File: src/rtl/uart_fifo_ip.sv
// uart_fifo_ip: memory-mapped 8N1 UART with TX/RX FIFOs, programmable baud divider,
// sticky error flags and level irq. Define UART_PARITY_EN to add an optional parity bit.

module uart_fifo_ip_fifo #(
  parameter int DEPTH = 8,
  parameter int AW    = $clog2(DEPTH)
) (
  input  logic          clk,
  input  logic          rst,
  input  logic          flush,
  input  logic          push,
  input  logic [7:0]    din,
  input  logic          pop,
  output logic [7:0]    dout,
  output logic [AW:0]   level,
  output logic          full,
  output logic          empty
);
  logic [7:0]    mem [DEPTH];
  logic [AW-1:0] wp, rp;
  logic          push_ok, pop_ok;

  assign empty   = (level == '0);
  assign full    = (level == (AW+1)'(DEPTH));
  assign pop_ok  = pop && !empty;
  // a full FIFO still accepts a push when the head leaves in the same cycle
  assign push_ok = push && (!full || pop_ok);
  assign dout    = mem[rp];

  always_ff @(posedge clk)
    if (push_ok) mem[wp] <= din;

  always_ff @(posedge clk) begin
    if (rst || flush) begin
      wp <= '0; rp <= '0; level <= '0;
    end else begin
      if (push_ok) wp <= wp + 1'b1;
      if (pop_ok)  rp <= rp + 1'b1;
      case ({push_ok, pop_ok})
        2'b10:   level <= level + (AW+1)'(1);
        2'b01:   level <= level - (AW+1)'(1);
        default: ;
      endcase
    end
  end
endmodule

module uart_fifo_ip #(
  parameter int ADDR_W       = 32,
  parameter int DATA_W       = 32,
  parameter int STRB_W       = DATA_W/8,
  parameter int FIFO_DEPTH   = 8,
  parameter int DEF_BAUD_DIV = 234
) (
  input  logic              clk,
  input  logic              rst,
  input  logic [ADDR_W-1:0] waddr,
  input  logic [DATA_W-1:0] wdata,
  input  logic              wen,
  input  logic [STRB_W-1:0] wstrb,
  output logic              wready,
  input  logic [ADDR_W-1:0] raddr,
  input  logic              ren,
  output logic [DATA_W-1:0] rdata,
  output logic              rvalid,
  output logic              o_uart_tx,
  input  logic              i_uart_rx,
  output logic              o_irq
);
  localparam int AW = $clog2(FIFO_DEPTH);
  localparam logic [2:0] S_IDLE = 3'd0, S_START = 3'd1, S_DATA = 3'd2, S_STOP = 3'd4;
`ifdef UART_PARITY_EN
  localparam logic [2:0] S_PAR = 3'd3;
`endif

  logic        ctrl_en, ctrl_rxie, ctrl_txie, ctrl_pen, ctrl_podd;
  logic [15:0] div, div_nx;
  logic        st_rxovr, st_ferr, st_perr, st_txdrop;
  logic        wr_ctrl, wr_stat, wr_tx, wr_baud, tx_flush, rx_flush;
  logic [7:0]  tx_dout, rx_dout;
  logic [AW:0] tx_lvl, rx_lvl;
  logic        tx_full, tx_empty, rx_full, rx_empty, tx_pop, rx_pop, rx_push;
  logic [2:0]  t_st, r_st, t_bit, r_bit;
  logic [15:0] t_cnt, r_cnt;
  logic [7:0]  t_sh, r_sh;
  logic        r_pbad, rx_s1, rx_s2, rx_d, r_samp;
  logic [31:0] stat, rd_mux;
  logic        unused_bits;

  assign unused_bits = ^{waddr[ADDR_W-1:5], waddr[1:0], raddr[ADDR_W-1:5], raddr[1:0],
                         wdata[DATA_W-1:16], wstrb[STRB_W-1:2]};
  assign wready   = 1'b1;
  assign wr_ctrl  = wen && waddr[4:2] == 3'd0 && wstrb[0];
  assign wr_stat  = wen && waddr[4:2] == 3'd1;
  assign wr_tx    = wen && waddr[4:2] == 3'd2 && wstrb[0];
  assign wr_baud  = wen && waddr[4:2] == 3'd4 && (wstrb[0] || wstrb[1]);
  assign tx_flush = wr_ctrl && wdata[1];
  assign rx_flush = wr_ctrl && wdata[2];
  assign rx_pop   = ren && raddr[4:2] == 3'd3 && !rx_empty;
  assign tx_pop   = ctrl_en && !tx_empty &&
                    (t_st == S_IDLE || (t_st == S_STOP && t_cnt == '0));
  assign r_samp   = ctrl_en && r_st == S_STOP && r_cnt == '0;
  assign rx_push  = r_samp && rx_s2 && !r_pbad;

  uart_fifo_ip_fifo #(.DEPTH(FIFO_DEPTH)) u_txf (
    .clk(clk), .rst(rst), .flush(tx_flush), .push(wr_tx), .din(wdata[7:0]), .pop(tx_pop),
    .dout(tx_dout), .level(tx_lvl), .full(tx_full), .empty(tx_empty));
  uart_fifo_ip_fifo #(.DEPTH(FIFO_DEPTH)) u_rxf (
    .clk(clk), .rst(rst), .flush(rx_flush), .push(rx_push), .din(r_sh), .pop(rx_pop),
    .dout(rx_dout), .level(rx_lvl), .full(rx_full), .empty(rx_empty));

  always_comb begin
    div_nx = div;
    if (wstrb[0]) div_nx[7:0]  = wdata[7:0];
    if (wstrb[1]) div_nx[15:8] = wdata[15:8];
    if (div_nx < 16'd4) div_nx = 16'd4;
  end

  // sticky flags: hardware set beats a same-cycle write-1-to-clear
  always_ff @(posedge clk) begin
    if (rst) begin
      ctrl_en <= 1'b0; ctrl_rxie <= 1'b0; ctrl_txie <= 1'b0;
      div <= 16'(DEF_BAUD_DIV);
      st_rxovr <= 1'b0; st_ferr <= 1'b0; st_txdrop <= 1'b0;
      o_irq <= 1'b0;
    end else begin
      if (wr_ctrl) begin
        ctrl_en <= wdata[0]; ctrl_rxie <= wdata[3]; ctrl_txie <= wdata[4];
      end
      if (wr_baud) div <= div_nx;
      st_rxovr  <= (st_rxovr  && !(wr_stat && wstrb[0] && wdata[5])) ||
                   (rx_push && rx_full && !rx_pop);
      st_ferr   <= (st_ferr   && !(wr_stat && wstrb[0] && wdata[6])) || (r_samp && !rx_s2);
      st_txdrop <= (st_txdrop && !(wr_stat && wstrb[1] && wdata[8])) ||
                   (wr_tx && tx_full && !tx_pop && !tx_flush);
      o_irq <= (ctrl_rxie && !rx_empty) || (ctrl_txie && tx_empty);
    end
  end

`ifdef UART_PARITY_EN
  logic t_par;
  always_ff @(posedge clk) begin
    if (rst) begin
      ctrl_pen <= 1'b0; ctrl_podd <= 1'b0; st_perr <= 1'b0; t_par <= 1'b0; r_pbad <= 1'b0;
    end else begin
      if (wr_ctrl) begin
        ctrl_pen <= wdata[5]; ctrl_podd <= wdata[6];
      end
      st_perr <= (st_perr && !(wr_stat && wstrb[0] && wdata[7])) || (r_samp && rx_s2 && r_pbad);
      if (tx_pop) t_par <= ^tx_dout ^ ctrl_podd;
      if (r_st == S_IDLE) r_pbad <= 1'b0;
      else if (r_st == S_PAR && r_cnt == '0) r_pbad <= rx_s2 != (^r_sh ^ ctrl_podd);
    end
  end
`else
  assign ctrl_pen  = 1'b0;
  assign ctrl_podd = 1'b0;
  assign st_perr   = 1'b0;
  assign r_pbad    = 1'b0;
`endif

  // TX: each state holds for div clocks; div is re-read at every bit boundary
  always_ff @(posedge clk) begin
    if (rst || !ctrl_en) begin
      t_st <= S_IDLE; t_cnt <= '0; t_bit <= '0; t_sh <= '0;
    end else if (t_st == S_IDLE || (t_st == S_STOP && t_cnt == '0)) begin
      if (tx_pop) begin
        t_st <= S_START; t_cnt <= div - 16'd1; t_sh <= tx_dout; t_bit <= '0;
      end else t_st <= S_IDLE;
    end else if (t_cnt != '0) t_cnt <= t_cnt - 16'd1;
    else begin
      t_cnt <= div - 16'd1;
      case (t_st)
        S_START: t_st <= S_DATA;
        S_DATA:
          if (t_bit == 3'd7) begin
`ifdef UART_PARITY_EN
            t_st <= ctrl_pen ? S_PAR : S_STOP;
`else
            t_st <= S_STOP;
`endif
          end else begin
            t_bit <= t_bit + 3'd1; t_sh <= t_sh >> 1;
          end
        default: t_st <= S_STOP;
      endcase
    end
  end

  always_comb begin
    o_uart_tx = 1'b1;
    if (ctrl_en)
      case (t_st)
        S_START: o_uart_tx = 1'b0;
        S_DATA:  o_uart_tx = t_sh[0];
`ifdef UART_PARITY_EN
        S_PAR:   o_uart_tx = t_par;
`endif
        default: o_uart_tx = 1'b1;
      endcase
  end

  always_ff @(posedge clk) begin
    if (rst) begin
      rx_s1 <= 1'b1; rx_s2 <= 1'b1; rx_d <= 1'b1;
    end else begin
      rx_s1 <= i_uart_rx; rx_s2 <= rx_s1; rx_d <= rx_s2;
    end
  end

  // RX: first sample at half a bit after the falling edge, then every div clocks
  always_ff @(posedge clk) begin
    if (rst || !ctrl_en) begin
      r_st <= S_IDLE; r_cnt <= '0; r_bit <= '0; r_sh <= '0;
    end else if (r_st == S_IDLE) begin
      if (rx_d && !rx_s2) begin
        r_st <= S_START; r_cnt <= {1'b0, div[15:1]} - 16'd1;
      end
    end else if (r_cnt != '0) r_cnt <= r_cnt - 16'd1;
    else begin
      r_cnt <= div - 16'd1;
      case (r_st)
        S_START: begin r_st <= rx_s2 ? S_IDLE : S_DATA; r_bit <= '0; end
        S_DATA: begin
          r_sh <= {rx_s2, r_sh[7:1]}; r_bit <= r_bit + 3'd1;
          if (r_bit == 3'd7) begin
`ifdef UART_PARITY_EN
            r_st <= ctrl_pen ? S_PAR : S_STOP;
`else
            r_st <= S_STOP;
`endif
          end
        end
`ifdef UART_PARITY_EN
        S_PAR:   r_st <= S_STOP;
`endif
        default: r_st <= S_IDLE;
      endcase
    end
  end

  assign stat = {8'(rx_lvl), 8'(tx_lvl), 7'd0, st_txdrop, st_perr, st_ferr, st_rxovr,
                 rx_full, !rx_empty, t_st != S_IDLE, tx_empty, tx_full};

  always_comb begin
    rd_mux = '0;
    case (raddr[4:2])
      3'd0:    rd_mux[6:0] = {ctrl_podd, ctrl_pen, ctrl_txie, ctrl_rxie, 2'b00, ctrl_en};
      3'd1:    rd_mux = stat;
      3'd3:    rd_mux[7:0] = rx_empty ? 8'h00 : rx_dout;
      3'd4:    rd_mux[15:0] = div;
      default: ;
    endcase
  end

  always_ff @(posedge clk) begin
    if (rst) begin
      rdata <= '0; rvalid <= 1'b0;
    end else begin
      rvalid <= ren;
      rdata  <= ren ? DATA_W'(rd_mux) : '0;
    end
  end
endmodule
File: config.mk
export PLATFORM = sky130hd
export DESIGN_NAME = uart_fifo_ip
export DESIGN_NICKNAME = d
export VERILOG_FILES = /design/src/rtl/uart_fifo_ip.sv
export SDC_FILE = /design/constraint.sdc
export NUM_CORES = 1
export LEC_CHECK = 0
export ABC_CLOCK_PERIOD_IN_PS = 6600
export BUFFER_PORTS_ARGS = -buffer_cell sky130_fd_sc_hd__clkbuf_2
export CAP_MARGIN = 10
export CORE_MARGIN = 1
export CORE_UTILIZATION = 55
export DETAILED_ROUTE_END_ITERATION = 8
export PLACE_DENSITY = 0.83
export SETUP_SLACK_MARGIN = 0.3
export SYNTH_ARGS = -nofsm -noshare
export SYNTH_HDL_FRONTEND = slang
export SYNTH_HIERARCHICAL = 1
export SYNTH_SLANG_ARGS = --single-unit
File: constraint.sdc
create_clock -name clk -period 6.6 [get_ports clk]
set_input_delay 0.33 -clock clk [delete_from_list [all_inputs] [get_ports clk]]
set_output_delay 0.33 -clock clk [all_outputs]
set_load 0.05 [all_outputs]
* Word level (Yosys, flattened, before mapping)
Memories as Yosys holds them, arrays and structs flattened. A register that Yosys moved wholly into a read port is not among the register bits.
Index checks and enable logic that the tools add are counted.
** Word-level totals
- Bits in registers :: 139
- Bits in writable memories :: 128
- Input port bits :: 105
- Output and inout port bits :: 36
- Word-level logic and storage cells :: 206
- Memories :: 2
** Operators by class
- Add/sub/neg operators :: 14
- Magnitude comparators :: 1
- Equal/unequal tests :: 27
- Multiplexer cells :: 47
- Bitwise logic cells :: 4
- Reduce and logical (&&, ||, !) cells :: 83
** Memory list
- u_rxf.mem :: words 8, bits a word 8, read ports 1, clocked after Yosys merged registers in 1, wr ports 1, RTL line 19 : logic [7:0] mem [DEPTH];
- u_txf.mem :: words 8, bits a word 8, read ports 1, clocked after Yosys merged registers in 1, wr ports 1, RTL line 19
** Operators with widths (count)
- 16-bit 2-to-1 mux :: 7
- 8-bit 2-to-1 mux :: 8
- 3-bit 2-to-1 mux :: 16
- 16-bit by 1-bit subtractor with 16-bit output (second input constant) :: 3
- 1-bit logical AND :: 38
- 16-bit logical NOT :: 2
- 16-bit nonzero test :: 2
- 7-bit one-hot mux with 4 select lines :: 1
- 3-bit by 1-bit adder with 3-bit output (second input constant) :: 6
- 3-bit equality test (second input constant) :: 6
- 3-bit one-hot mux with 2 select lines :: 3
- 16-bit by 3-bit < comparator with 1-bit output (second input constant) :: 1
- 4-bit one-hot mux with 2 select lines :: 2
- 8-bit one-hot mux with 2 select lines :: 1
- 15-bit by 1-bit subtractor with 16-bit output (second input constant) :: 1
- 3-bit by 1-bit equality test with 1-bit output (second input constant) :: 4
- 3-bit by 2-bit equality test with 1-bit output (second input constant) :: 4
- 1-bit logical NOT :: 12
- 3-bit logical NOT :: 4
- 1-bit logical OR :: 11
- 3-bit AND reduction :: 3
- 4-bit by 1-bit adder with 4-bit output (second input constant) :: 2
- 4-bit equality test (second input constant) :: 2
- 4-bit logical NOT :: 2
- other kinds (16) :: 35

* Longest topological paths before layout
- Depth after elaboration :: 9
- Gate-level depth with buffers :: 16
- Mapped depth without buffers :: 14

* Cells and area by module
The synthesis kept the hierarchy.
** Modules (own cells, without submodules)
- uart_fifo_ip :: times used 1, cells each 796, area an instance 6214.7 um2, sequential area each 2222.1 um2
- uart_fifo_ip_fifo at u_txf :: times used 1, cells each 182, area an instance 3205.6 um2, sequential area each 2182.1 um2
- uart_fifo_ip_fifo at u_rxf :: times used 1, cells each 181, area an instance 3188.1 um2, sequential area each 2182.1 um2

* Least setup slack after synthesis
Ideal clock, no wire load.
- Path type :: register to register
- Start :: reg u_txf.level[1]
- End :: mem u_txf.mem[0][0], enable pin
- Data arrival time :: 3093 ps
- Path slack :: 3124 ps
- Stages on the path, launching flop included :: 12
- Cells stage by stage :: dfxtp_1 > or3_1 > buf_2 > nor2_1 > nor2b_1 > nand2_1 > a21oi_1 > buf_2 > nand2b_1 > o21ai_4 > or2_2 > nor3_1
** Between the ends
- Word-level cells in the longest chain between the ends :: 9
** RTL lines
- start, declared :: RTL line 15 : output logic [AW:0] level,
- start signal, assigned :: RTL line 40 : 2'b10: level <= level + (AW+1)'(1);
- start signal, assigned :: RTL line 41 : 2'b01: level <= level - (AW+1)'(1);
- 4-bit logical NOT :: RTL line 23 : assign empty = (level == '0);
- via tx_empty :: RTL line 82 : logic tx_full, tx_empty, rx_full, rx_empty, tx_pop, rx_pop, rx_push;
- 1-bit logical NOT :: RTL line 100 : assign tx_pop = ctrl_en && !tx_empty &&
- 1-bit logical AND (2 in series) :: RTL line 100
- via tx_pop :: RTL line 82
- 1-bit logical AND :: RTL line 25 : assign pop_ok = pop && !empty;
- 1-bit logical OR :: RTL line 27 : assign push_ok = push && (!full || pop_ok);
- 1-bit logical AND :: RTL line 27
- 1-bit 2-to-1 mux :: RTL line 31 : if (push_ok) mem[wp] <= din;
- 1-bit 2-to-1 mux (not written as such) :: RTL line 31
- end, declared :: RTL line 19
The timed path passes the listed nets, and every way through them passes these cells.

* Worst setup path in the final report
- Start :: reg u_txf.level[0]
- End :: mem u_txf.mem[4][7], enable pin
Same word-level chain as after synthesis.

==> impl_metrics.toml <==
[timing]
slew_viol_final = 0
setup_tns_ns = 0
finClkSkew_ns = 0.0182
period_share_pct = 61.3
timing.final.ws_setup_ns = 2.55
finalSetupViolations = 0
fmax_mhz = 247
period_needed_ns = 4.05
rsz0062_at_grt = "false"
slew_headroom_pct = 25.7
worstMarginPinSlew_ns = 1.11
hold_viol = 0

[floorplanning]
coreArea_mm2 = 0.0226
boundaryPins = 141
die_w_um = 153
num_rows = 55
die_y_um = 153
dieArea_mm2 = 0.0235
start_util_pct = 55.9

[synth]
synth-edff-count = 128
synth_area_mm2 = 0.0126
synth.distinct_cells = 80
ys.warnings.count = 6
synthCells = 1159
synthTopCellsByCount = "dfxtp_1, edfxtp_1, nor2_1"
ys_ff_latch = 265
synth_top_area_cell = "edfxtp_1"
synth_area_leaders = "edfxtp_1, dfxtp_1, mux4_2"
yosysTopAreaCellShare_pct = 30.5
ys_seq_area_share_pct = 52.2
synth-main-ff-cell = "dfxtp_1"
synth.avg_cell_area_um2 = 10.9
async_flop_share_pct = 0
yosysMostFrequentCell = "dfxtp_1"

[clock_network]
postCtsSetupBuffers = 0
htreeDepth = 1
root_buffer = "clkbuf_16"
clockBufferDepth = 3
cts_made_buffers = 28
cts.clk_slew.worst_paths_ns = 0.06
hold_buffers = 0
cts_tree = "done"
cts-resized-gates = 0
clkLatencyLatePin_ns = 0.54
cts_sinks = 265

[pwr]
leakagePower_nw = 4.92
power_density_mw_per_mm2 = 245
total_power_w = 0.00340
ir_drop_uv = 224

[cells_and_area]
diodes = 0
area_delta_synth_final_pct = 10.2
fin_nets = 1304
drive_gt1_share_pct = 16.7
final_core_util_pct = 61.5

[routing]
vias_per_cell = 6.32
dr.first_iter.drc_count = 872
ant_nets = 0
vias = 9390
wl_per_cell_um = 20.1
finalWirelength_um = 29800
drtPass1Iterations = 5
drc = 0

[grt]
grt_pass1_vias = 8988
grtUsageMet2_pct = 41.3
grt_pass1_wl_um = 47800
grtUsageMet3_pct = 4.91
overflow = 0
busiest_layer = "met2"
globalRouteTotalUtil_pct = 25.6
grt_max_degree = 40
antenna_found_initial = 2
met1_usage_pct = 34.5

[hold_path]
worstHoldStart = "i_uart_rx"
hold_depth = 2
min_path_type = "primary input to flip-flop"

[critical_path]
r2r_start = "u_txf/level[0]"
worstSetupPathType = "flip-flop to flip-flop"
endpoint_kind = "flip-flop"
r2r_cells = 11
startpoint = "u_txf/level[0]"
worstSetupStartpointType = "flip-flop"
path_max_fanout = 12
worstPathArrival_ns = 4.21
critPathRequiredTime_ns = 6.77

[place]
post-place-ws_ns = 2.64
globalplace.congestion = 0.937
port_buffers = 55
dp_hpwl_um = 20100

[status]
status = "finished, final reports clean"

[flow_run]
maxCapViolations = 0
[area by class of cell]
class | count | area (um^2)
Tap cell | 285 | 357
Fill cell | 1744 | 8680
Timing Repair Buffer | 67 | 365
Clock inverter | 15 | 170
Multi-Input combinational cell | 789 | 5540
Inverter | 27 | 101
Sequential cell | 265 | 6590
Clock buffer | 37 | 776
[per-stage QoR]
stage	std cells	cell area (um^2)	hold WS (ns)
after floorplan	1166	12600	0.389
after detailed placement	1433	12900	0.408
after global routing	1485	13900	0.00219
after global placement	1433	12900	0.397
after CTS	1485	13900	0.00622
final	1485	13900	0.0166
[power by group]
group	switching (W)	internal [W]	total, W	leakage (nW)
registers	0.00000668	0.00172	0.00172	2.39
logic	0.0000627	0.0000248	0.0000874	2.08
clock network	0.000640	0.000947	0.00159	0.451
[final timing paths]
kind,to,slack (ns)
max,u_txf/mem[4][7],2.55
min,rx_s1,0.02
max reg2reg,u_txf/mem[4][7],2.55
min reg2reg,rx_s2,0.43
[kinds of logic after synthesis]
kind of cell	Yosys count	synth area share (%)
AOI/OAI and AO/OA	228	12.5
xor gates and xnor gates	45	3.13
adders and majority gates	21	2.20
buffers and inverters	112	4.14
DFF	265	52.2
muxes	70	8.90
other	2	0.0596
and+or+nand+nor	416	16.8
[sequential cells by signal, indices dropped and copies added (netlist names), 3 cells and up, named ones only]
signal / count
u_txf/wp: 3
u_rxf/level: 4
u_rxf/wp: 3
rdata: 24
r_bit: 3
r_cnt: 16
u_rxf/mem: 64
r_sh: 8
div: 16
t_st: 3
u_txf/level: 4
u_rxf/rp: 3
t_cnt: 16
r_st: 3
t_bit: 3
u_txf/rp: 3
t_sh: 8
u_txf/mem: 64
[cell usage in the layout, fill, tap and decap left out, types with 6 or more instances in the layout]
master / instances
clkbuf_1: 6
mux2i_1: 21
nand2b_1: 14
a31oi_1: 9
nor3b_1: 10
clkbuf_2: 55
and2_1: 21
buf_4: 12
or2_2: 12
o211ai_1: 19
nor3_1: 32
clkbuf_16: 29
ha_1: 19
o22ai_1: 13
nor2b_1: 8
inv_1: 26
o31ai_1: 6
or3_1: 11
o21ai_0: 34
xor2_1: 18
nor4_1: 16
nand4_1: 17
a22oi_1: 7
a21oi_1: 71
conb_1: 9
dfxtp_1: 137
nand3_1: 47
nand3b_1: 6
edfxtp_1: 128
or4_1: 9
nor2_1: 103
xnor2_1: 27
nand2_1: 88
a211oi_1: 10
mux2_2: 17
mux4_2: 32
[metal layers]
metal / vias up / wire length, um
li1: 4321 / -
met1: 4500 / 12000
met2: 484 / 13900
met3: 83 / 3000
met4: 2 / 853
met5: - / 13
[critical path, stage by stage (launching register included)]
cell,delay [ns]
dfxtp_1,0.51
or3_1,0.40
nor2_1,0.07
buf_4,0.18
nor2b_1,0.36
nand2_1,0.29
a21oi_1,0.21
buf_4,0.26
nand2b_1,0.24
o21ai_4,0.08
or2_2,0.34
nor2_1,0.70
Power figures use the tool's default switching activity.
